**config.mk**
```make
export PLATFORM = sky130hd
export DESIGN_NAME = ms_alu_sequencer
export DESIGN_NICKNAME = d
export VERILOG_FILES = /design/src/rtl/ms_alu_sequencer.sv
export SDC_FILE = /design/constraint.sdc
export NUM_CORES = 1
export LEC_CHECK = 0
export BUFFER_PORTS_ARGS = -buffer_cell sky130_fd_sc_hd__buf_2
export CAP_MARGIN = 5
export CORE_UTILIZATION = 50
export CTS_CLUSTER_SIZE = 10
export DETAILED_ROUTE_END_ITERATION = 10
export GPL_TIMING_DRIVEN = 0
export PLACE_DENSITY = 0.71
export SLEW_MARGIN = 20
export SYNTH_ARGS = -nofsm -noshare
export SYNTH_HDL_FRONTEND = slang
export SYNTH_SLANG_ARGS = --single-unit
```
**constraint.sdc**
```tcl
create_clock -name CLKb -period 2.1 [get_ports CLKb]
set_input_delay 0.21 -clock CLKb [delete_from_list [all_inputs] [get_ports CLKb]]
set_output_delay 0.21 -clock CLKb [all_outputs]
set_load 0.02 [all_outputs]
```
**src/rtl/ms_alu_sequencer.sv**
```systemverilog
`default_nettype none
// ============================================================================
//  Module   : ms_alu_sequencer
//  Summary  : Control sequencer for the multi-step ALU. Accepts one 10-bit
//             instruction per Run handshake, drives OP/ALUControl/Ain/Gin/
//             Gout and owns an 8 x DATA_W register file written from Q.
//  Options  : MSSEQ_ZFLAG_EN adds a Zero flag output, updated on every ALU
//             and MV writeback.
//  Revision : 1.0 - initial release
// ============================================================================
module ms_alu_sequencer #(
  parameter int DATA_W = 10,
  parameter int NREGS  = 8
) (
  input  logic              CLKb,
  input  logic              Reset,
  input  logic              Run,
  input  logic [DATA_W-1:0] Din,
  input  logic [DATA_W-1:0] Q,
  input  logic [2:0]        RdSel,
  output logic [DATA_W-1:0] OP,
  output logic [2:0]        ALUControl,
  output logic              Ain,
  output logic              Gin,
  output logic              Gout,
  output logic              Busy,
  output logic              Done,
`ifdef MSSEQ_ZFLAG_EN
  output logic              Zero,
`endif
  output logic [DATA_W-1:0] RdData
);

  typedef enum logic [2:0] {
    S_IDLE = 3'd0,
    S_T1   = 3'd1,
    S_T2   = 3'd2,
    S_T3   = 3'd3,
    S_MOVE = 3'd4,
    S_IMM  = 3'd5,
    S_DONE = 3'd6
  } state_t;

  localparam logic [2:0] c_OPC_MV  = 3'b110;
  localparam logic [2:0] c_OPC_MVI = 3'b111;

  state_t            r_state;
  state_t            w_next;

  // Instruction register, kept as decoded fields (IR[0] carries no meaning)
  logic [2:0]        r_opc;
  logic [2:0]        r_rx;
  logic [2:0]        r_ry;
  logic [2:0]        r_aluctl;
  logic [DATA_W-1:0] r_regs [NREGS];

  logic              w_we;
  logic [DATA_W-1:0] w_wdata;
  logic [DATA_W-1:0] w_rx_val;
  logic [DATA_W-1:0] w_ry_val;

  assign w_rx_val   = r_regs[r_rx];
  assign w_ry_val   = r_regs[r_ry];
  assign RdData     = r_regs[RdSel];
  assign ALUControl = r_aluctl;

  // State register
  always_ff @(posedge CLKb) begin
    if (Reset) begin
      r_state <= S_IDLE;
    end else begin
      r_state <= w_next;
    end
  end

  // Next-state decode and Moore strobes derived from the current state
  always_comb begin
    w_next  = r_state;
    Ain     = 1'b0;
    Gin     = 1'b0;
    Gout    = 1'b0;
    Done    = 1'b0;
    Busy    = 1'b1;
    OP      = '0;
    w_we    = 1'b0;
    w_wdata = '0;
    case (r_state)
      S_IDLE: begin
        Busy = 1'b0;
        if (Run) begin
          if (Din[9:7] == c_OPC_MV) begin
            w_next = S_MOVE;
          end else if (Din[9:7] == c_OPC_MVI) begin
            w_next = S_IMM;
          end else begin
            w_next = S_T1;
          end
        end
      end
      S_T1: begin
        Ain    = 1'b1;
        OP     = w_rx_val;
        w_next = S_T2;
      end
      S_T2: begin
        Gin    = 1'b1;
        OP     = w_ry_val;
        w_next = S_T3;
      end
      S_T3: begin
        Gout    = 1'b1;
        w_we    = 1'b1;
        w_wdata = Q;
        w_next  = S_DONE;
      end
      S_MOVE: begin
        w_we    = 1'b1;
        w_wdata = w_ry_val;
        w_next  = S_DONE;
      end
      S_IMM: begin
        w_we    = 1'b1;
        w_wdata = Din;
        w_next  = S_DONE;
      end
      S_DONE: begin
        Done   = 1'b1;
        w_next = S_IDLE;
      end
      default: begin
        w_next = S_IDLE;
      end
    endcase
  end

  // Instruction latch, ALU function register and register-file writeback.
  // ALUControl is loaded on the T1->T2 edge so it is valid throughout T2
  // and simply holds afterwards.
  always_ff @(posedge CLKb) begin
    if (Reset) begin
      r_opc    <= '0;
      r_rx     <= '0;
      r_ry     <= '0;
      r_aluctl <= '0;
      for (int i = 0; i < NREGS; i++) begin
        r_regs[i] <= '0;
      end
    end else begin
      if (r_state == S_IDLE && Run) begin
        r_opc <= Din[9:7];
        r_rx  <= Din[6:4];
        r_ry  <= Din[3:1];
      end
      if (r_state == S_T1) begin
        r_aluctl <= r_opc;
      end
      if (w_we) begin
        r_regs[r_rx] <= w_wdata;
      end
    end
  end

`ifdef MSSEQ_ZFLAG_EN
  logic r_zero;
  assign Zero = r_zero;

  // Zero tracks ALU and MV writebacks only; MVI leaves it untouched
  always_ff @(posedge CLKb) begin
    if (Reset) begin
      r_zero <= 1'b0;
    end else if (r_state == S_T3 || r_state == S_MOVE) begin
      r_zero <= (w_wdata == '0);
    end
  end
`endif

endmodule
`default_nettype wire
```
==> results.md, run 1 <==
- Worst-path clk slew: 0.07 ns
- GR Overflow Total: 0
- Max Cap Viol: 0
- Vias per cell: approximately 6.3
- Cell Rows: 40
- Combinational share of power: 0.264
- Pre-CTS setup slack: -0.243 ns
- Critical-path top delay cell: mux4_2
- Clock Path Buffers: 2
- Io pins: between 50 and 60
- DR pass1 iterations: 6
- Endpoints failing setup: 4
- Sw frac: 0.300
- Synth top area share: 0.382
- Met2 Wirelength: 8.90 mm
- Root Buffer: clkbuf_16
- Crit path max fanout: 5
- First-pass GRT wire length: between 20 and 30 mm
- GP Congestion: ~0.9
- Met3 WL: between 1 and 1.5 mm
- CTS buffer count: 9
- Later-pin clock latency in the skew report: about 0.35 ns
- Hold/Removal Path Class: in2reg
- Mapped Area: 6290 µm²
- Largest net degree at the start of global routing: 17
- CTS tree: yes
- CP peak stage delay: roughly 0.52 ns
- Post-Place Cells: between 600 and 700
- Fin cells: between 700 and 800
- Routed length on met1: around 7.1 mm
- Min setup slack post-route: -0.0161 ns
- Seq pwr share: 0.444
- Post-DP HPWL: about 12 mm
- Final hold vios: 0
- Tot Pwr: ~5.3 mW
- Final Util: 0.615
- Final Slew Violations: 0
- Hold slack final: roughly 0.14 ns
- Hold_buf cts: 0
- Via count: about 4600
- Critical path class: reg2out
- CTS Sinks: about 100
- Share of the yosys chip area belonging to registers: 0.449
- Clk pwr share: 0.292
- Post-DRT Antenna Nets: 0
- Fin Clk Skew: roughly 0.0056 ns
- Register area: about 2800 µm²
- Final min period: between 2 and 2.5 ns
- # port buffers: roughly 50
- Period utilization: 1.01
- Cell count after synthesis: between 400 and 500
- Die height: roughly 110 µm
- Global-route total usage across every layer: 0.288
- Syn nets: approximately 510
- Outcome: complete, but fails checks
- CP arrival: roughly 1.9 ns
- Vias in the first global route: roughly 4500
- 1st-iter DRT viols: between 400 and 500
- Final net count: ~600
- Leak: 2.55 nW
- Area leader, netlist: edfxtp_1
- RSZ-0062 raised after global routing: true
- CTS H-tree lvls: 3
- Cell-internal power: 3.69 mW
- Psw: ~1.6 mW
- Post-Route WL: about 18 mm
- Initial Util: 0.519
- Number of remaining DRC errors: 0
- Dpl cell area: ~6700 µm²
- Core ar.: ~12000 µm²
- Largest cells by area after synthesis: edfxtp_1 (38%), mux4_2 (15%), dfxtp_1 (6.7%)
- Slew Limit Headroom: 0.376
- Warnings, synthesis: 0
- Ant diodes: 0
- Peak VDD IR: between 0.3 and 0.4 mV
- Synth cell types: 40
- Wire length per cell: 24.6 µm
- Crit. End Element: output port
- Failing checks: setup timing
- CP Data Required Time: about 1.9 ns
- Fin area: around 7500 µm²
- Syn Area/Cell: roughly 13 µm²
- Crit path cell chain: buf_12 -> mux4_2 -> mux2i_4 -> o21ai_2 -> buf_6
- Synth Register Bits: ~100
- Setup TNS: -0.0545 ns
- Worst-Margin Slew: around 0.94 ns
- Area of the multi-input gates: approximately 3300 µm²
- Die area: 13000 µm²
- Max Used Layer: met4
- Max Clk Rate: roughly 470 MHz
- Fraction of layout cells with a size suffix above 1: 0.503
- Initial antenna violation count: 0
- Worst setup SP type: flip-flop
- Die width: between 100 and 150 µm
- Synth-to-Final Area Change: 18.6%
- Pwr Density: approximately 710 nW/µm²
- FILL cells: about 970
==> layer usage <==
metal  GRT usage  vias up
met3      0.0376       53
met2       0.462      259
li1            -     1999
met4       0.137        0
met5           0        -
met1       0.390     2306
==> critical path: cells and delay by family, from the launching register on <==
kind	cells	cell delay (ns)
AOI/OAI and AO/OA	1	0.10
muxes	2	0.70
buffers and inverters	2	0.29
DFF	1	0.45
==> cells in the mapped netlist <==
master and n:
mux4_1 4, nand3_1 18, edfxtp_1 80, o21ai_1 9, o21ai_0 9, buf_2 14, o2111ai_1 5, o21bai_1 1
and2_1 1, nor2b_1 6, nand3b_1 6, nor2_1 24, nor2_2 64, mux2i_4 8, a21boi_0 2, nor3b_2 1
mux4_2 42, nor3_1 1, mux2_2 10, clkbuf_1 11, a41oi_2 2, buf_4 6, and3b_1 17, buf_6 4
nor4_1 1, mux2i_1 31, buf_1 3, nand2_1 30, a21oi_1 12, a211oi_2 1, inv_1 3, clkbuf_16 1
and4b_1 1, buf_12 2, nand4_1 1, a22oi_1 7, dfxtp_1 21, nand2b_1 14, o31a_4 8, a211oi_1 1
==> area by class of cell <==
type,count,area share
Clock inverter,6,0.00520
Sequential cell,101,0.380
Tap cell,168,0.0282
Inverter,3,0.00151
Clock buffer,10,0.0307
Timing Repair Buffer,72,0.0695
Buffer,40,0.0458
Multi-Input combinational cell,337,0.439
==> registers in the layout (all words and copies together), names as in the netlist, named ones only <==
name        flops
r_rx            3
r_regs         80
ALUControl      3
r_ry            3
r_opc           3
r_state         3
==> path summary, 6_finish.rpt <==
check,startpoint,end,slack [ns],cells after the start
worst max register to register,flip-flop,r_regs[3][7]$_SDFFCE_PN0P_,0.04,7
worst min register to register,r_ry[0]$_SDFFE_PP0P_,flip-flop,0.46,2
worst max-delay path,flip-flop,OP[2],-0.02,5
worst min-delay path,Din[4],flip-flop,0.14,3
==> kinds of logic after synthesis <==
| logic type | Yosys count | share of synthesized area |
|---|---|---|
| and+or+nand+nor | 185 | 0.168 |
| muxes | 95 | 0.263 |
| AOI/OAI and AO/OA | 57 | 0.0734 |
| buffers and inverters | 44 | 0.0460 |
| DFF | 101 | 0.449 |
==> cell usage in the layout, fill, tap and decap left out, types with 2 or more instances in the layout <==
cell type  count
dfxtp_4        2
dfxtp_2        2
nand2_1       30
o21ai_1        6
nand3_1       17
o31a_4         8
dfxtp_1       17
nand2b_1       5
mux2i_4        8
clkbuf_16     10
inv_1          3
buf_12         4
clkbuf_1       8
a21oi_1       12
buf_6         14
nand2b_2       8
a22oi_2        2
o21ai_0        7
nor2b_1        4
o2111ai_2      5
mux4_2        46
buf_4         29
a41oi_2        2
and3b_1       17
o21ai_2        5
buf_16         2
a21boi_0       2
nor2_1        23
mux2_2        10
buf_8          2
mux2i_1       31
edfxtp_1      80
nor2_2        65
clkbuf_4       2
buf_2         49
a22oi_1        5
nand3b_1       6
buf_1          2
==> power by group through the flow <==
| stage | clock network [mW] | logic, mW | registers, mW |
|---|---|---|---|
| final | 1.54 | 1.39 | 2.34 |
| after CTS | 1.54 | 1.29 | 2.32 |
| after global placement | 0 | 1.15 | 2.36 |
| after detailed placement | 0 | 1.17 | 2.37 |
| after floorplan | 0 | 0.858 | 2.34 |
| after global routing | 1.61 | 1.46 | 2.35 |
==> repair_timing <==
action | in CTS | in global routing
gates cloned | 2 | 1
buffers inserted | 11 | 9
setup endpoints to repair | 104 | 40
pin swaps | 1 | 9
gates resized for setup | 42 | 49
hold endpoints to repair | 0 | 0
No activity file was read; power rests on OpenSTA's default activity.
==> run 2: changes to the inputs <==
--- a/config.mk
+++ b/config.mk
@@ -12,6 +12,7 @@
 export DETAILED_ROUTE_END_ITERATION = 10
 export GPL_TIMING_DRIVEN = 0
 export PLACE_DENSITY = 0.71
+export SETUP_SLACK_MARGIN = 0.05
 export SLEW_MARGIN = 20
 export SYNTH_ARGS = -nofsm -noshare
 export SYNTH_HDL_FRONTEND = slang
==> run 2 against run 1 <==
- the flow still finishes with violations (setup timing)
- largest cell class unchanged
- global-route usage rose by 0.48 points
- sequential share of layout area rose by 0.11 points
- largest power group unchanged
- hold slack improved by 0.0010 ns
- clock power barely moved
- total power barely moved
==> results.md, run 2 (synthesis results as in run 1) <==
- Fin Clk Skew: 0.00733 ns (+0.00171 ns)
- Initial Util: 0.519 (unchanged)
- Psw: 1.58 mW (about the same)
- Post-Place Cells: 699 (unchanged)
- Peak VDD IR: 0.386 mV (+0.84%)
- CP arrival: 1.93 ns (+0.02 ns)
- Critical path class: reg2out
- Vias per cell: 6.24 (-0.47%)
- Reg2Reg Capture Point: r_regs[3][7]$_SDFFCE_PN0P_
- GP Congestion: 0.923 (unchanged)
- Io pins: 54 (unchanged)
- Final min period: 2.14 ns (+0.0234 ns)
- Post-DRT Antenna Nets: 0 (unchanged)
- Post-DP HPWL: 11.9 mm (unchanged)
- Commonest non-fill, non-tap cells in the layout: edfxtp_1 (80), nor2_2 (65), buf_2 (50), mux4_2 (46)
- Number of remaining DRC errors: 0 (unchanged)
- Post-Route WL: 18.2 mm (+0.45%)
- # port buffers: 49 (unchanged)
- Root Buffer: clkbuf_16
- Max Clk Rate: 467 MHz (-1.1%)
- Worst-case reg-to-reg path depth: 8 (+1)
- Synth-to-Final Area Change: 18.0%
- Fraction of layout cells with a size suffix above 1: 0.491 (-0.0114)
- Clk pwr share: 0.294 (+0.002)
- Die width: 114 µm (unchanged)
- Core ar.: 12100 µm² (unchanged)
- Source of the worst hold timing path: Din[4]
- Final Slew Violations: 0 (unchanged)
- FILL cells: 977 (+1.0%)
- Register area: 2830 µm² (-0.18%)
- Worst setup SP type: flip-flop
- CTS H-tree lvls: 3 (unchanged)
- CTS buffer count: 9 (unchanged)
- CP Data Required Time: 1.89 ns (about the same)
- Max Cap Viol: 0 (unchanged)
- Combinational share of power: 0.263 (about the same)
- Die area: 13000 µm² (unchanged)
- CTS Sinks: 101 (unchanged)
- Tot Pwr: 5.27 mW (about the same)
- Crit. End Element: output port
- Reg with most FFs: r_regs
- Period utilization: 1.02 (+0.0111)
- Critical-path top delay cell: mux4_2
- 1st-iter DRT viols: 539 (+16%)
- Hold_buf cts: 0 (unchanged)
- Failing checks: setup timing
- Commonest non-fill, non-tap cell in the layout: edfxtp_1
- Pwr Density: 710 nW/µm² (+0.36%)
- Hold/Removal Path Class: in2reg
- Final Util: 0.613 (-0.00279)
- Endpoints failing setup: 8 (+4)
- Worst-Margin Slew: 0.951 ns (+0.0155 ns)
- Seq pwr share: 0.442 (-0.002)
- Cell-internal power: 3.69 mW (-0.14%)
- Final net count: 589 (-0.17%)
- Min setup slack post-route: -0.0395 ns (-0.0234 ns)
- Crit path max fanout: 5 (unchanged)
- Global-route total usage across every layer: 0.292 (+0.00479)
- Dpl cell area: 6740 µm² (unchanged)
- RSZ-0062 raised after global routing: true
- Fin area: 7420 µm² (-0.45%)
- Hold slack final: 0.140 ns (+0.000999 ns)
- Die height: 114 µm (unchanged)
- Crit path cell chain: buf_8 -> buf_12 -> mux4_2 -> mux2i_4 -> o21ai_2 -> buf_6
- Sw frac: 0.300 (about the same)
- Fin cells: 736 (-0.14%)
- Slew Limit Headroom: 0.366 (-0.0103)
- Hold path cells: 3 (unchanged)
- CP peak stage delay: 0.52 ns (about the same)
- Reg-to-reg setup timing slack: 0.01 ns (-0.03 ns)
- CTS tree: yes
- Ant diodes: 0 (unchanged)
- Worst-path clk slew: 0.07 ns (about the same)
- Initial antenna violation count: 0 (unchanged)
- Clock Path Buffers: 2 (unchanged)
- First-pass GRT wire length: 27.0 mm (+1.7%)
- Outcome: complete, but fails checks
- Cell Rows: 40 (unchanged)
- GR Overflow Total: 0 (unchanged)
- Via count: 4589 (-0.61%)
- Leak: 2.56 nW (+0.54%)
- Later-pin clock latency in the skew report: 0.35 ns (about the same)
- Vias in the first global route: 4557 (+0.95%)
- Wire length per cell: 24.8 µm (+0.59%)
- Largest net degree at the start of global routing: 17 (unchanged)
- Max reg flops: 80 (unchanged)
- Area of the multi-input gates: 3250 µm² (-0.77%)
- Final hold vios: 0 (unchanged)
- DR pass1 iterations: 5 (-1)
-- run 2: cell types whose count changed in the layout (fill, tap and decap cells not counted), sizes merged --
cell	before	now
buf	102	99
clkbuf	20	22
-- run 2: worst max path at each step --
stage	startpoint	endpoint
2_1_floorplan	r_state[2]$_SDFFE_PP0P_	OP[5]
3_3_place_gp	r_state[1]$_SDFFE_PP0P_	OP[2]
3_5_place_dp	r_state[1]$_SDFFE_PP0P_	OP[2]
4_1_cts	flip-flop	OP[2]
5_1_grt	flip-flop	OP[9]
6_report	flip-flop	OP[2]
-- run 2: critical path: cells and delay by family (launching register included) --
family / cells / cell delay [ns]
buf+inv: 3 / 0.42
mux: 2 / 0.70
compound gates: 1 / 0.10
flops: 1 / 0.35
-- run 2: area by class of cell --
class	count	share of cell area
Timing Repair Buffer	70	0.0686
Tap cell	168	0.0283
Clock buffer	10	0.0309
Inverter	3	0.00152
Buffer	41	0.0467
Multi-Input combinational cell	337	0.438
Clock inverter	6	0.00523
Sequential cell	101	0.381
-- run 2: layer usage --
layer / up-vias / global-route usage / part of all wire
met5: - / 0 / 0
met4: 0 / 0.139 / 0.044
met3: 58 / 0.0323 / 0.082
met2: 256 / 0.474 / 0.48
met1: 2283 / 0.397 / 0.39
li1: 1992 / - / -
-- run 2: timing repair --
| item | in CTS | in global routing |
|---|---|---|
| endpoints found under the setup margin | 108 | 65 |
| buffers inserted | 12 | 6 |
| pin swaps | 3 | 8 |
| gates resized for setup | 49 | 32 |
| gates cloned | 3 | 0 |
-- run 2: power by group through the flow --
stage / logic, mW / clock network, mW / registers, mW
after global placement: 1.15 / 0 / 2.36
final: 1.39 / 1.55 / 2.33
after global routing: 1.46 / 1.61 / 2.34
after detailed placement: 1.17 / 0 / 2.37
after floorplan: 0.858 / 0 / 2.34
after CTS: 1.30 / 1.54 / 2.33
-- run 2: per-stage QoR --
step,setup WS [ns],setup TNS [ns]
after floorplan,0.275,0
after global placement,-0.216,-4.12
after detailed placement,-0.243,-6.72
after CTS,-0.100,-0.307
after global routing,-0.0985,-0.852
final,-0.0395,-0.182
